### config.mk
export PLATFORM = sky130hd
export DESIGN_NAME = edge_pulse_generator
export DESIGN_NICKNAME = d
export VERILOG_FILES = /design/src/rtl/edge_pulse_generator_pkg.sv /design/src/rtl/edge_pulse_generator_hold_timer.sv /design/src/rtl/edge_pulse_generator.sv
export SDC_FILE = /design/constraint.sdc
export NUM_CORES = 1
export LEC_CHECK = 0
export CORE_AREA = 2 2 39 41
export CTS_CLUSTER_DIAMETER = 150
export DETAILED_ROUTE_END_ITERATION = 10
export DIE_AREA = 0 0 41 43
export GPL_TIMING_DRIVEN = 0
export PLACE_DENSITY = 0.85
export REMOVE_ABC_BUFFERS = 1
export SLEW_MARGIN = 15
export SYNTH_ARGS = -nofsm -noshare
export SYNTH_HDL_FRONTEND = slang
export SYNTH_SLANG_ARGS = --single-unit
export TNS_END_PERCENT = 5
### constraint.sdc
create_clock -name clk -period 5.8 [get_ports clk]
set_input_delay 1.16 -clock clk [delete_from_list [all_inputs] [get_ports clk]]
set_output_delay 1.16 -clock clk [all_outputs]
set_load 0.01 [all_outputs]
### src/rtl/edge_pulse_generator_pkg.sv
// Shared encodings for the edge pulse generator: FSM states and the
// line-encoding modes selected by toggle_mode.
package edge_pulse_generator_pkg;

  typedef enum logic [1:0] {
    ST_IDLE = 2'd0,
    ST_HIGH = 2'd1,
    ST_LOW  = 2'd2,
    ST_HOLD = 2'd3
  } state_t;

  localparam logic MODE_PULSE  = 1'b0;
  localparam logic MODE_TOGGLE = 1'b1;

endpackage

### src/rtl/edge_pulse_generator_hold_timer.sv
// Loadable down-counter that times one output phase; o_done is high while
// the count sits at zero, i.e. during the last clock of a phase.
module hold_timer #(
  parameter int HOLD_CYCLES = 4
) (
  input  logic i_clk,
  input  logic i_rst_n,
  input  logic i_load,
  input  logic i_en,
  output logic o_done
);

  localparam int CW = (HOLD_CYCLES > 1) ? $clog2(HOLD_CYCLES) : 1;
  localparam logic [CW-1:0] LOAD_VAL = CW'(HOLD_CYCLES - 1);

  logic [CW-1:0] r_count;

  // Load wins over counting; the count parks at zero rather than wrapping.
  always_ff @(posedge i_clk or negedge i_rst_n) begin
    if (!i_rst_n) begin
      r_count <= '0;
    end else if (i_load) begin
      r_count <= LOAD_VAL;
    end else if (i_en && (r_count != '0)) begin
      r_count <= r_count - CW'(1);
    end
  end

  assign o_done = (r_count == '0);

endmodule

### src/rtl/edge_pulse_generator.sv
// Encodes single-cycle event strobes as level transitions on a registered
// line, holding every level for HOLD_CYCLES clocks and queueing extra events.
module edge_pulse_generator
  import edge_pulse_generator_pkg::*;
#(
  parameter int HOLD_CYCLES = 4,
  parameter int PEND_W      = 4
) (
  input  logic              clk,
  input  logic              reset,
  input  logic              event_in,
  input  logic              toggle_mode,
  input  logic              clear_ovf,
  output logic              signal_out,
  output logic              busy,
  output logic [PEND_W-1:0] pending,
  output logic              overflow
);

  localparam logic [PEND_W-1:0] PEND_MAX = '1;

  state_t            r_state;
  state_t            w_next_state;
  logic              r_sig;
  logic              w_sig_next;
  logic              r_mode;
  logic [PEND_W-1:0] r_pend;
  logic              r_ovf;
  logic              w_load;
  logic              w_deq;
  logic              w_inc;
  logic              w_drop;
  logic              w_leave_idle;
  logic              w_done;

  hold_timer #(
    .HOLD_CYCLES(HOLD_CYCLES)
  ) u_hold_timer (
    .i_clk  (clk),
    .i_rst_n(reset),
    .i_load (w_load),
    .i_en   (r_state != ST_IDLE),
    .o_done (w_done)
  );

  assign w_leave_idle = (r_state == ST_IDLE) && (event_in || (r_pend != '0));

  // A queued event left behind by a same-cycle return to IDLE launches on its own.
  always_comb begin
    w_next_state = r_state;
    w_sig_next   = r_sig;
    w_load       = 1'b0;
    w_deq        = 1'b0;
    case (r_state)
      ST_IDLE: begin
        if (w_leave_idle) begin
          w_load = 1'b1;
          w_deq  = (r_pend != '0);
          if (toggle_mode == MODE_TOGGLE) begin
            w_next_state = ST_HOLD;
            w_sig_next   = ~r_sig;
          end else begin
            w_next_state = ST_HIGH;
            w_sig_next   = 1'b1;
          end
        end
      end
      ST_HIGH: begin
        if (w_done) begin
          w_next_state = ST_LOW;
          w_sig_next   = 1'b0;
          w_load       = 1'b1;
        end
      end
      ST_LOW, ST_HOLD: begin
        if (w_done) begin
          if (r_pend != '0) begin
            w_deq  = 1'b1;
            w_load = 1'b1;
            if (r_mode == MODE_TOGGLE) begin
              w_next_state = ST_HOLD;
              w_sig_next   = ~r_sig;
            end else begin
              w_next_state = ST_HIGH;
              w_sig_next   = 1'b1;
            end
          end else begin
            w_next_state = ST_IDLE;
          end
        end
      end
      default: begin
        w_next_state = ST_IDLE;
        w_sig_next   = 1'b0;
      end
    endcase
  end

  assign w_inc  = event_in && ((r_state != ST_IDLE) || (r_pend != '0));
  assign w_drop = w_inc && !w_deq && (r_pend == PEND_MAX);

  always_ff @(posedge clk or negedge reset) begin
    if (!reset) begin
      r_state <= ST_IDLE;
      r_sig   <= 1'b0;
      r_mode  <= MODE_PULSE;
    end else begin
      r_state <= w_next_state;
      r_sig   <= w_sig_next;
      if (w_leave_idle) begin
        r_mode <= toggle_mode;
      end
    end
  end

  // Enqueue and dequeue together cancel out, so a full queue still accepts then.
  always_ff @(posedge clk or negedge reset) begin
    if (!reset) begin
      r_pend <= '0;
      r_ovf  <= 1'b0;
    end else begin
      if (w_inc && !w_deq && !w_drop) begin
        r_pend <= r_pend + PEND_W'(1);
      end else if (w_deq && !w_inc) begin
        r_pend <= r_pend - PEND_W'(1);
      end
      if (w_drop) begin
        r_ovf <= 1'b1;
      end else if (clear_ovf) begin
        r_ovf <= 1'b0;
      end
    end
  end

  assign signal_out = r_sig;
  assign busy       = (r_state != ST_IDLE);
  assign pending    = r_pend;
  assign overflow   = r_ovf;

endmodule
==> impl_metrics.json, run 1 <==
{
  "cts_setup_buffers": 0,
  "fin_tns_setup_ns": 0,
  "maxClockFrequency_ghz": 0.357,
  "slew-limit-headroom": 0.675,
  "setup_repair_after_global_routing_missed_its_margin": "false",
  "final-max-slew-violation-count": 0,
  "die_area_mm2": 0.00176,
  "cell_internal_pwr_mw": 0.304,
  "peakVddDrop_mv": 0.328,
  "place.gp.congestion": 0.699,
  "die_width_um": 41,
  "p_comb_frac": 0.559,
  "place_hpwl_um": 851,
  "post_layout_min_period_ns": 2.80,
  "cp.depth": 8,
  "power.sequential.fraction": 0.340,
  "routed_via_density": 5.30,
  "worst_clock_skew_ns": 0.000707,
  "grt_use_met2": 0.263,
  "synth.cell_area_um2": 642,
  "worst_slack_ns": 3.00,
  "synth_mux_area_frac": 0.115,
  "ws_path_type": "primary input to register",
  "post_synth.cell_area_avg_um2": 11.1,
  "hold_depth": 1,
  "cp_top_family": "buffers and inverters",
  "core_mm2": 0.00138,
  "parity_gate_share_of_the_synthesized_area_counting_xor_and_xnor_cells": 0.0546,
  "netSwitchingFraction": 0.395,
  "hold_path_class": "register to register",
  "numClockSinks": 11,
  "timing_hold_violations_final": 0,
  "reg2regPathDepth": 8,
  "cp.buffers_inverters": 2,
  "cts.htree.levels": 1,
  "drv_cap": 0,
  "cts-root-buf": "sky130_fd_sc_hd__clkbuf_4",
  "cellLeakagePower_nw": 0.343,
  "io_pins": 12,
  "grt_pass1_wl_um": 2040,
  "worst-path-max-fanout": 3,
  "post_cts_resized": 0,
  "yosys_warnings": 0,
  "cp.arrival_ns": 2.99,
  "synth.yosys.seq_area_share": 0.429,
  "clk_path_buf_depth": 2,
  "power-per-cell-area_mw_per_mm2": 629,
  "synth_fa_ha_area_frac": 0.0897,
  "vias_in_the_first_global_route": 488,
  "groute.layer.met1.usage": 0.220,
  "cp-end-kind": "register",
  "fillCellCount": 126,
  "tritoncts": "done",
  "grtUsageMet3": 0.0314,
  "routed_wirelength_um": 1120,
  "clk-insertion-delay-late_ns": 0.26,
  "route.vias.total": 472,
  "clkPwrFrac": 0.101,
  "place.port_buffers": 11,
  "die_y_um": 43,
  "synth_compound_area_frac": 0.164,
  "synth_seq_cells": 11,
  "grt_start_max_net_pins": 12,
  "cts_hold_buffers": 0,
  "most_congested_layer_reported_by_global_routing": "met2",
  "number_of_instances_in_the_synthesized_netlist": 58,
  "gr-usage-all-layers": 0.173,
  "outcome": "finished clean",
  "floorplan.initialDensity": 0.464,
  "post_layout_net_count": 83,
  "crit_path_start_kind": "primary input",
  "diodes": 0,
  "grt_overflow_total": 0,
  "placement.setup.worst_slack_ns": 2.72,
  "switching_power_mw": 0.198,
  "cts_made_buffers": 3,
  "syn2layout_area_growth_pct": 24.4,
  "placementRows": 14,
  "crit_chain": "clkdlybuf4s50_1 > o2111a_2 > inv_1 > ha_1 > a21o_1 > a21oi_1 > mux2i_1 > xnor2_1",
  "avgRoutedWirePerCell_um": 12.6,
  "layout-drive-gt1-share": 0.164,
  "tightestPinTransition_ns": 0.486,
  "yosys.cell_types.count": 26,
  "area.sequential_um2": 275,
  "setup_viol": 0,
  "simple_gate_share_of_the_synthesized_area": 0.101,
  "period_share": 0.483,
  "detailedRoute.firstIterationViolations": 3,
  "timing.critical_path.slowest_cell_delay_ns": 0.52,
  "antenna_found_initial": 0,
  "drc": 0,
  "cp_data_required_time_ns": 5.99,
  "cpMaxStageDelayCell": "sky130_fd_sc_hd__clkdlybuf4s50_1",
  "route.antenna.remaining_nets": 0,
  "multi_input_comb_area_um2": 337,
  "detail_route.first_pass.iterations": 4,
  "clkSlewWorstSetupHoldPaths_ns": 0.06,
  "synth_top_family_by_area": "compound AO/OA/AOI/OAI gates"
}
-- worst paths after layout --
check                            from                 endpoint  slack, ns
max in group asynchronous       reset  u_hold_timer.r_count[1]       4.25
min in group asynchronous       reset               r_state[1]       1.22
max                          event_in               pending[3]       3.00
max reg2reg                pending[0]               pending[3]       3.43
min                        signal_out               signal_out       0.52
min reg2reg                signal_out               signal_out       0.52
-- kinds of logic (layout without fill, tap and decap cells) --
logic type,Yosys count,count (layout)
muxes,6,6
buffers and inverters,8,23
adders and majority gates,4,4
AOI/OAI and AO/OA,15,15
DFF,11,11
xor gates and xnor gates,4,4
and+or+nand+nor,10,10
-- cell type report --
type | count | share of cell area
inverter | 8 | 0.0376
timing repair buffer | 11 | 0.138
multi-input combinational | 39 | 0.422
clock buffer | 4 | 0.0329
tap | 16 | 0.0251
sequential | 11 | 0.345
-- power by group through the flow --
stage	logic (mW)	registers, mW	clock network, mW
detailed placement	0.282	0.173	0
CTS	0.285	0.172	0.0529
global placement	0.271	0.171	0
finish	0.281	0.171	0.0508
global route	0.314	0.180	0.0579
floorplan	0.194	0.172	0
-- state kept, by name, indices dropped and copies added (netlist names) --
register and cells:
pending 4, r_state 2, u_hold_timer.r_count 2, overflow 1, r_mode 1, signal_out 1
-- placed cells by master, fill, tap and decap left out, types with 3 or more instances in the layout --
cell type,n
sky130_fd_sc_hd__xnor2_1,3
sky130_fd_sc_hd__inv_1,8
sky130_fd_sc_hd__dfrtp_1,11
sky130_fd_sc_hd__nand2_1,4
sky130_fd_sc_hd__ha_1,3
sky130_fd_sc_hd__a21oi_1,3
sky130_fd_sc_hd__o21ai_0,3
sky130_fd_sc_hd__clkbuf_4,3
sky130_fd_sc_hd__clkdlybuf4s50_1,11
-- cell usage after synthesis --
master	n	area share
sky130_fd_sc_hd__xor2_1	1	0.014
sky130_fd_sc_hd__dfrtp_1	11	0.43
sky130_fd_sc_hd__nand2_1	4	0.023
sky130_fd_sc_hd__o21ai_0	3	0.023
sky130_fd_sc_hd__mux2_1	1	0.018
sky130_fd_sc_hd__nor2_2	2	0.019
sky130_fd_sc_hd__o32ai_1	1	0.014
sky130_fd_sc_hd__inv_1	8	0.047
sky130_fd_sc_hd__fa_1	1	0.031
sky130_fd_sc_hd__o311ai_0	1	0.014
sky130_fd_sc_hd__o22ai_1	2	0.019
sky130_fd_sc_hd__o21ai_1	1	0.0078
sky130_fd_sc_hd__a21oi_1	3	0.023
sky130_fd_sc_hd__mux2i_1	1	0.016
sky130_fd_sc_hd__o211ai_2	1	0.019
sky130_fd_sc_hd__nand4_1	1	0.0098
sky130_fd_sc_hd__a211oi_1	1	0.012
sky130_fd_sc_hd__a21o_1	1	0.012
sky130_fd_sc_hd__nor2b_1	1	0.0098
sky130_fd_sc_hd__nor4_4	1	0.033
sky130_fd_sc_hd__ha_1	3	0.058
sky130_fd_sc_hd__mux2_2	2	0.035
sky130_fd_sc_hd__nor2_1	1	0.0058
sky130_fd_sc_hd__xnor2_1	3	0.041
sky130_fd_sc_hd__mux2_4	2	0.047
sky130_fd_sc_hd__o2111a_2	1	0.019
-- stage by stage --
stage                     hold slack [ns]  area [µm²]  instances   util  power, mW
after floorplan                     0.488         642         58      -      0.367
after global placement              0.504         772         85  0.558      0.442
after detailed placement            0.505         772         85  0.558      0.455
after CTS                           0.526         798         89  0.577      0.510
after global routing                0.563         798         89  0.577      0.552
final                               0.516         798         89  0.577      0.502
-- metal layers --
metal  part of all wire  vias up
met5                  0        -
met4              0.021        0
met3              0.048        3
met2               0.47       14
met1               0.46      219
li1                   -      236
(Power assumes the default switching activity.)
==> inputs of run 2 (changes only) <==
- CORE_AREA: 2 2 39 41 -> not set
- CORE_UTILIZATION: not set -> 44
- DIE_AREA: 0 0 41 43 -> not set
- PLACE_DENSITY: 0.85 -> 0.82
- clock period: 5.8 -> 2.35 ns (I/O delays scaled with it)
==> run 2 against run 1 <==
  * Sequential power increased by 150%
  * Register-to-register slack got worse by 3.2 ns
  * Die area decreased by 8.4%
  * Worst hold slack about the same
  * Cell count unchanged
  * Count of clock-buffer cells in the layout unchanged
  * Combinational power increased to 2.6 times the previous value
  * Worst setup slack got worse by 2.8 ns
  * Non-clock buffer count increased by 1
  * Sequential cell count unchanged
  * Global-route usage increased by 2.0 points
  * Clock power increased by 150%
  * Largest cell class unchanged
==> impl_metrics.json, run 2 (synthesized netlist as in run 1, its figures left out) <==
{
  "routed_via_density": 5.35,
  "ws_path_type": "register to register",
  "clkPwrFrac": 0.099,
  "cts.htree.levels": 1,
  "highest_count_cells_in_the_layout_ignoring_fill_and_taps": "sky130_fd_sc_hd__clkdlybuf4s50_1 (11), sky130_fd_sc_hd__dfrtp_1 (9), sky130_fd_sc_hd__inv_1 (7)",
  "die_area_mm2": 0.00162,
  "place_hpwl_um": 858,
  "totalPowerFinal_mw": 1.28,
  "hold_depth": 1,
  "setup_slack_of_the_worst_register_to_register_path_ns": 0.21,
  "die_y_um": 40.2,
  "route.vias.total": 476,
  "grt_pass1_wl_um": 1880,
  "peakVddDrop_mv": 0.751,
  "tritoncts": "done",
  "core_mm2": 0.00133,
  "worst_r2r_startpoint": "u_hold_timer.r_count[0]",
  "floorplan.initialDensity": 0.481,
  "cpMaxStageDelayCell": "sky130_fd_sc_hd__dfrtp_1",
  "layout-drive-gt1-share": 0.243,
  "antenna_found_initial": 0,
  "drv_cap": 0,
  "die_width_um": 40.2,
  "tightestPinTransition_ns": 0.501,
  "p_comb_frac": 0.571,
  "io_pins": 12,
  "syn2layout_area_growth_pct": 28.3,
  "setup_viol": 0,
  "routed_wirelength_um": 1130,
  "worst_clock_skew_ns": 0.00414,
  "layout_commonest_cell": "sky130_fd_sc_hd__clkdlybuf4s50_1",
  "placementRows": 13,
  "cts-root-buf": "sky130_fd_sc_hd__clkbuf_4",
  "timing.critical_path.from": "u_hold_timer.r_count[0]",
  "numClockSinks": 11,
  "cp_data_required_time_ns": 2.54,
  "avgRoutedWirePerCell_um": 12.7,
  "power-per-cell-area_mw_per_mm2": 1560,
  "reg2regPathDepth": 10,
  "crit_chain": "inv_1 > ha_4 > nand2_1 > o2111a_2 > inv_2 > ha_1 > a21o_1 > a21oi_2 > mux2i_1 > xnor2_1",
  "grt_start_max_net_pins": 12,
  "max_reg_flops": 4,
  "cp.arrival_ns": 2.33,
  "slew-limit-headroom": 0.665,
  "grt_overflow_total": 0,
  "detailedRoute.firstIterationViolations": 5,
  "route.antenna.remaining_nets": 0,
  "netSwitchingFraction": 0.393,
  "worst-path-max-fanout": 6,
  "outcome": "finished clean",
  "r2r-end": "pending[3]",
  "place.gp.congestion": 0.731,
  "cts_made_buffers": 3,
  "timing.critical_path.slowest_cell_delay_ns": 0.39,
  "clk_path_buf_depth": 2,
  "power.sequential.fraction": 0.330,
  "cts_hold_buffers": 0,
  "hold_path_class": "register to register",
  "gr-usage-all-layers": 0.193,
  "clk-insertion-delay-late_ns": 0.26,
  "clkSlewWorstSetupHoldPaths_ns": 0.07,
  "timing_hold_violations_final": 0,
  "drc": 0,
  "post_layout_min_period_ns": 2.14,
  "crit_path_start_kind": "register",
  "finalInstanceArea_um2": 823,
  "switching_power_mw": 0.503,
  "cellLeakagePower_nw": 0.346,
  "period_share": 0.911,
  "final-max-slew-violation-count": 0,
  "maxClockFrequency_ghz": 0.467,
  "dpl-instance-area_um2": 771,
  "detail_route.first_pass.iterations": 3,
  "hold_ep": "signal_out",
  "setup_repair_after_global_routing_missed_its_margin": "false",
  "vias_in_the_first_global_route": 466,
  "place.port_buffers": 11,
  "cp-end-kind": "register",
  "post_layout_net_count": 84,
  "fillCellCount": 111,
  "diodes": 0,
  "cell_internal_pwr_mw": 0.778,
  "hold_start": "signal_out"
}
[run 2: final cells by class]
type / instances / area, µm² / share of cell area
Sequential cell: 11 / 278 / 0.337
Timing Repair Buffer: 12 / 118 / 0.143
Clock buffer: 4 / 26.3 / 0.0319
Tap cell: 15 / 18.8 / 0.0228
Inverter: 8 / 30.0 / 0.0365
Multi-Input combinational cell: 39 / 353 / 0.429
[run 2: how the worst max path moves through the flow]
stage	to	cells after the start
after floorplan	pending[3]	8
after global placement	pending[3]	8
after detailed placement	pending[3]	8
after CTS	pending[3]	10
after global routing	pending[3]	10
final	pending[3]	10
[run 2: critical path, delay by kind of cell, from the launching register on]
kind	cells	cell delay, ns
AOI/OAI and AO/OA	3	0.65
xor gates and xnor gates	1	0.13
adders and majority gates	2	0.40
buffers and inverters	2	0.19
DFF	1	0.39
muxes	1	0.23
and+or+nand+nor	1	0.08
[run 2: power groups by stage]
stage / combinational [mW] / sequential (mW) / clock [mW]
2_1_floorplan: 0.480 / 0.425 / 0
3_3_place_gp: 0.672 / 0.420 / 0
3_5_place_dp: 0.696 / 0.427 / 0
4_1_cts: 0.705 / 0.424 / 0.135
5_1_grt: 0.819 / 0.441 / 0.146
6_report: 0.731 / 0.423 / 0.127
[run 2: what timing repair did]
action                     CTS  global route
setup buffers                1             0
pin swaps                    1             1
cloned                       0             0
setup endpoints to repair    1             1
resized for setup            0             6
[run 2: per-layer routing]
layer	global-route usage	share of wire	wire (µm)	vias up
met5	0	0	0	-
li1	-	-	-	244
met2	0.323	0.49	556	9
met3	0.0667	0.036	41	0
met4	0.150	0	0	0
met1	0.195	0.47	535	223
[run 2: through the flow]
stage	setup TNS [ns]	util	instances	worst slack [ns]	hold slack, ns
4_1_cts	0	0.603	89	0.0608	0.524
3_5_place_dp	-0.0531	0.578	84	-0.0531	0.504
6_report	0	0.617	89	0.210	0.517
5_1_grt	0	0.617	89	0.0266	0.562
2_1_floorplan	0	-	58	0.113	0.174
3_3_place_gp	0	0.578	84	0.00501	0.500
==> inputs of run 3 (changes only) <==
- SKIP_LAST_GASP: not set -> 1
==> results of run 3 <==
No change in the layout: final DEF, timing and power equal those of run 2.
